### src/rtl/key_loader_pkg.sv
// Shared constants and state encoding for the key loader.
// Imported by key_loader and any parent that sizes its register file.
package key_loader_pkg;

   localparam int DEPTH  = 8;
   localparam int ADDR_W = 3;

   localparam logic [7:0] KEY_HDR = 8'hA5;

   typedef enum logic [1:0] {
      IDLE,
      LEN,
      DATA,
      LOADED
   } state_t;

endpackage

### src/rtl/key_loader.sv
// Parses a header/length/data byte stream into an external register file
// and replays the resident key bytes to the encryptor, wrapping at len.
module key_loader #(
   parameter int DEPTH  = key_loader_pkg::DEPTH,
   parameter int ADDR_W = key_loader_pkg::ADDR_W
) (
   input  logic              clock,
   input  logic              reset,
   input  logic              cmd_valid,
   input  logic [7:0]        cmd_data,
   output logic              cmd_ready,
   output logic              we,
   output logic [ADDR_W-1:0] wa,
   output logic [7:0]        wd,
   output logic [ADDR_W-1:0] a1,
   input  logic [7:0]        rd1,
   output logic [7:0]        key_byte,
   output logic              key_valid,
   input  logic              key_ack,
   output logic              loaded,
   output logic              err
);

   import key_loader_pkg::*;

   localparam logic [ADDR_W:0]   LEN_ONE = (ADDR_W+1)'(1);
   localparam logic [ADDR_W-1:0] IDX_ONE = (ADDR_W)'(1);
   localparam logic [7:0]        MAX_LEN = 8'(DEPTH);

   state_t            state;
   logic [ADDR_W:0]   len;
   logic [ADDR_W:0]   len_m1;
   logic [ADDR_W-1:0] cnt;
   logic [ADDR_W-1:0] idx;

   logic acc;
   logic is_hdr;
   logic len_ok;
   logic in_data;
   logic cnt_last;
   logic idx_last;

   assign acc      = cmd_valid & cmd_ready;
   assign is_hdr   = (cmd_data == KEY_HDR);
   assign len_ok   = (cmd_data != 8'd0) && (cmd_data <= MAX_LEN);
   assign in_data  = (state == DATA);
   assign len_m1   = len - LEN_ONE;
   assign cnt_last = ({1'b0, cnt} == len_m1);
   assign idx_last = ({1'b0, idx} == len_m1);

   // Write lands on the acceptance edge, so the write port is combinational.
   assign we       = acc & in_data;
   assign wa       = in_data ? cnt : '0;
   assign wd       = in_data ? cmd_data : 8'd0;
   assign a1       = key_valid ? idx : '0;
   assign key_byte = rd1;

   always_ff @(posedge clock) begin
      if (reset) begin
         state     <= IDLE;
         len       <= '0;
         cnt       <= '0;
         idx       <= '0;
         cmd_ready <= 1'b0;
         loaded    <= 1'b0;
         key_valid <= 1'b0;
         err       <= 1'b0;
      end else begin
         cmd_ready <= 1'b1;
         err       <= 1'b0;
         unique case (state)
            IDLE: begin
               if (acc && is_hdr) state <= LEN;
            end
            LEN: begin
               if (acc) begin
                  if (len_ok) begin
                     len   <= cmd_data[ADDR_W:0];
                     cnt   <= '0;
                     state <= DATA;
                  end else begin
                     err   <= 1'b1;
                     state <= IDLE;
                  end
               end
            end
            DATA: begin
               if (acc) begin
                  cnt <= cnt + IDX_ONE;
                  if (cnt_last) begin
                     state     <= LOADED;
                     idx       <= '0;
                     loaded    <= 1'b1;
                     key_valid <= 1'b1;
                  end
               end
            end
            LOADED: begin
               if (key_ack) idx <= idx_last ? '0 : idx + IDX_ONE;
               // A new header overrides a same-cycle ack.
               if (acc && is_hdr) begin
                  state     <= LEN;
                  idx       <= '0;
                  loaded    <= 1'b0;
                  key_valid <= 1'b0;
               end
            end
            default: state <= IDLE;
         endcase
      end
   end

endmodule

### config.mk
export PLATFORM = sky130hd
export DESIGN_NAME = key_loader
export DESIGN_NICKNAME = d
export VERILOG_FILES = /design/src/rtl/key_loader_pkg.sv /design/src/rtl/key_loader.sv
export SDC_FILE = /design/constraint.sdc
export NUM_CORES = 1
export LEC_CHECK = 0
export CAP_MARGIN = 20
export CORE_UTILIZATION = 40
export DETAILED_ROUTE_END_ITERATION = 8
export PLACE_DENSITY_LB_ADDON = 0.3
export SLEW_MARGIN = 5
export SYNTH_ARGS = -nofsm -noshare
export SYNTH_HDL_FRONTEND = slang
export SYNTH_SLANG_ARGS = --single-unit
### constraint.sdc
create_clock -name clock -period 5.2 [get_ports clock]
set_clock_uncertainty 0.15 [all_clocks]
set_input_delay 1.04 -clock clock [delete_from_list [all_inputs] [get_ports clock]]
set_output_delay 1.04 -clock clock [all_outputs]
set_load 0.01 [all_outputs]
==> metrics.txt <==
time the worst path needs with I/O delays and setup=around 3.6 ns; Simple-Gate Fraction of Synth Area=0.251; total inserted antenna cells=0; area grow syn2layout=26.1%; CTS tree=built; maximum clock path buffer count=2; dominant synthesized flop cell=sky130_fd_sc_hd__dfxtp_1; type of element capturing the critical path=output port; Peak Freq=275 MHz; clock-pin transition on the worst setup and hold timing paths=0.09 ns; routed wire length per instance=14.5 um; y dimension of the die=around 54 um; flops & latches, synth=15; most common library cell in the layout ignoring fill and taps=sky130_fd_sc_hd__clkdlybuf4s50_1; combinational family with the most area after synthesis=simple AND/OR/NAND/NOR gates; number of antenna violations at the first check in global routing=0; Die Wd=53.9 um; WP data required=about 4 ns; total power density per cell area=154 nW/um2; clk_lat worst skew=0.29 ns; DRC violations left=0; total area of sequential cells=300 um2; share of synthesized area spent on multiplexers=0.0650; VDD IR max=0.121 mV; async set or reset register ratio after synthesis=0; total via count in the routed design=964; filler instances=between 200 and 300; layout cell share with drive strength beyond 1=0.0541; count of buffers added by post-CTS timing repair for setup=0; count of routing violations after the opening detailed-route iteration=24; reported leakage power=~0.57 nW; syn avg cell area=8.49 um2; setup-violating endpoint count in the final report=0; wire length of the first global-routing pass=4.08 mm; total wirelength of the detailed-routed design=approximately 2.6 mm; count of endpoints failing hold in the final timing report=0; Overall Global Routing Usage=0.204; Resized Gates After CTS=0; highest-count cells in the layout ignoring fill and taps=sky130_fd_sc_hd__clkdlybuf4s50_1 (30), sky130_fd_sc_hd__dfxtp_1 (15), sky130_fd_sc_hd__and2_1 (13); cells after synthesis=127; arrival time worst endpoint=2.45 ns; number of enable-type register cells in the synthesized netlist=0; total number of placement rows=18; CTS H-tree lvls=1; Post-Synth Adder-Cell Area=0.0696; total overflow reported by the global router=0; portion of the post-synthesis area used by sequential elements=0.278; fin area=between 1000 and 1500 um2; number of hold buffers added after cts=0; DR pass1 iterations=4; ports placed on the boundary=47; total number of clock tree sinks=15; final number of max-transition violations=0; Via density=5.42; number of global-route vias before repair=867; Final period util=0.700; Max FO, Critical Path=7; port bufs=30; total negative slack for setup checks=0 ns; slew margin rel.=0.561; class of the worst hold path=reg -> reg; die area=2910 um2; unrepaired setup endpoints after global routing=false; initial core utilization=0.428; number of nets in the final layout=175; measured slew at the worst slew-check pin=0.658 ns; Setup crit start kind=input port; number of nets produced by synthesis=153; maximum number of pins on one net before global-route repair=19; routability congestion estimate from global placement=0.819; Clk Tree Root Cell=sky130_fd_sc_hd__clkbuf_4; core outline area=2520 um2; Yosys warning count=0; Multi-input gate area=666 um2; max-cap violation count=0; mapped cell area=1080 um2; number of antenna-violating nets in the routed design=0; type of the setup path with the least slack=in -> out; Cell Area, Placed=1330 um2; count of different cell masters after synthesis=40; fraction of synthesized cell area in xor and xnor cells=0.0487; result of the run=complete, no violations; complex-gate fraction of the synthesized area=0.183; number of buffers created by CTS=3
[cell families after synthesis]
family / Yosys count
mux: 7
simple gates: 46
xor+xnor: 6
fa+ha+maj: 6
buf+inv: 21
flops: 15
compound gates: 26
[per-stage QoR]
stage                     setup slack [ns]  utilization  total power [mW]  std cells  hold WS (ns)
after CTS                             1.57        0.539             0.212        178         0.381
after global placement                1.58        0.529             0.143        174         0.358
final                                 1.56        0.539             0.209        178         0.374
after global routing                  1.46        0.539             0.219        178         0.406
after detailed placement              1.56        0.529             0.143        174         0.367
after floorplan                       2.12            -             0.134        127         0.332
[power breakdown]
part	internal (mW)	total (mW)	switching, mW
Clock	0.0298	0.0686	0.0387
Combinational	0.0120	0.0231	0.0111
Sequential	0.116	0.117	0.00123
[worst paths after layout]
path                                             from                    end  slack, ns  cells past startpoint
worst min-delay path            state[0]$_SDFFE_PP0P_  state[0]$_SDFFE_PP0P_       0.37                      2
worst min register to register  state[0]$_SDFFE_PP0P_  state[0]$_SDFFE_PP0P_       0.37                      2
worst max register to register    len[0]$_SDFFE_PP0P_    idx[0]$_SDFFE_PP0P_       2.84                      7
worst max-delay path                        cmd_valid                     we       1.56                      4
[registers in the layout (all words and copies together) (netlist names)]
name and cells:
err 1, cmd_ready 1, loaded 1, len 4, cnt 3, state 2
idx 3
[cell type report]
| type | count | area share |
|---|---|---|
| inverter | 8 | 0.0221 |
| multi-input combinational | 91 | 0.489 |
| tap | 30 | 0.0276 |
| clock buffer | 4 | 0.0193 |
| timing repair buffer | 30 | 0.221 |
| sequential | 15 | 0.221 |
[routing by layer]
metal  vias up  GRT usage  routed length, um  share of wire
met5         -          0                  0              0
met4         0     0.0658                 26          0.010
met3         2     0.0621                 96          0.037
met2        15      0.317               1190           0.46
met1       455      0.267               1270           0.49
li1        492          -                  -              -
[Yosys cell counts, types with 3 or more instances]
| cell | instances | share of area |
|---|---|---|
| sky130_fd_sc_hd__clkbuf_1 | 4 | 0.014 |
| sky130_fd_sc_hd__xor2_1 | 4 | 0.032 |
| sky130_fd_sc_hd__buf_4 | 9 | 0.063 |
| sky130_fd_sc_hd__a21oi_1 | 4 | 0.019 |
| sky130_fd_sc_hd__and2_1 | 13 | 0.075 |
| sky130_fd_sc_hd__dfxtp_1 | 15 | 0.28 |
| sky130_fd_sc_hd__mux2i_1 | 7 | 0.065 |
| sky130_fd_sc_hd__nand2_1 | 3 | 0.010 |
| sky130_fd_sc_hd__nand4_1 | 3 | 0.017 |
| sky130_fd_sc_hd__o21ai_0 | 3 | 0.014 |
| sky130_fd_sc_hd__ha_1 | 6 | 0.070 |
| sky130_fd_sc_hd__inv_1 | 8 | 0.028 |
| sky130_fd_sc_hd__nor2_1 | 11 | 0.038 |
| sky130_fd_sc_hd__o31ai_1 | 3 | 0.021 |
[worst max-delay path: stages]
cell and delay, ns:
sky130_fd_sc_hd__clkdlybuf4s50_1 0.50, sky130_fd_sc_hd__nand2_1 0.18, sky130_fd_sc_hd__nor2_1 0.17, sky130_fd_sc_hd__clkdlybuf4s50_1 0.56
Power figures use the tool's default switching activity.
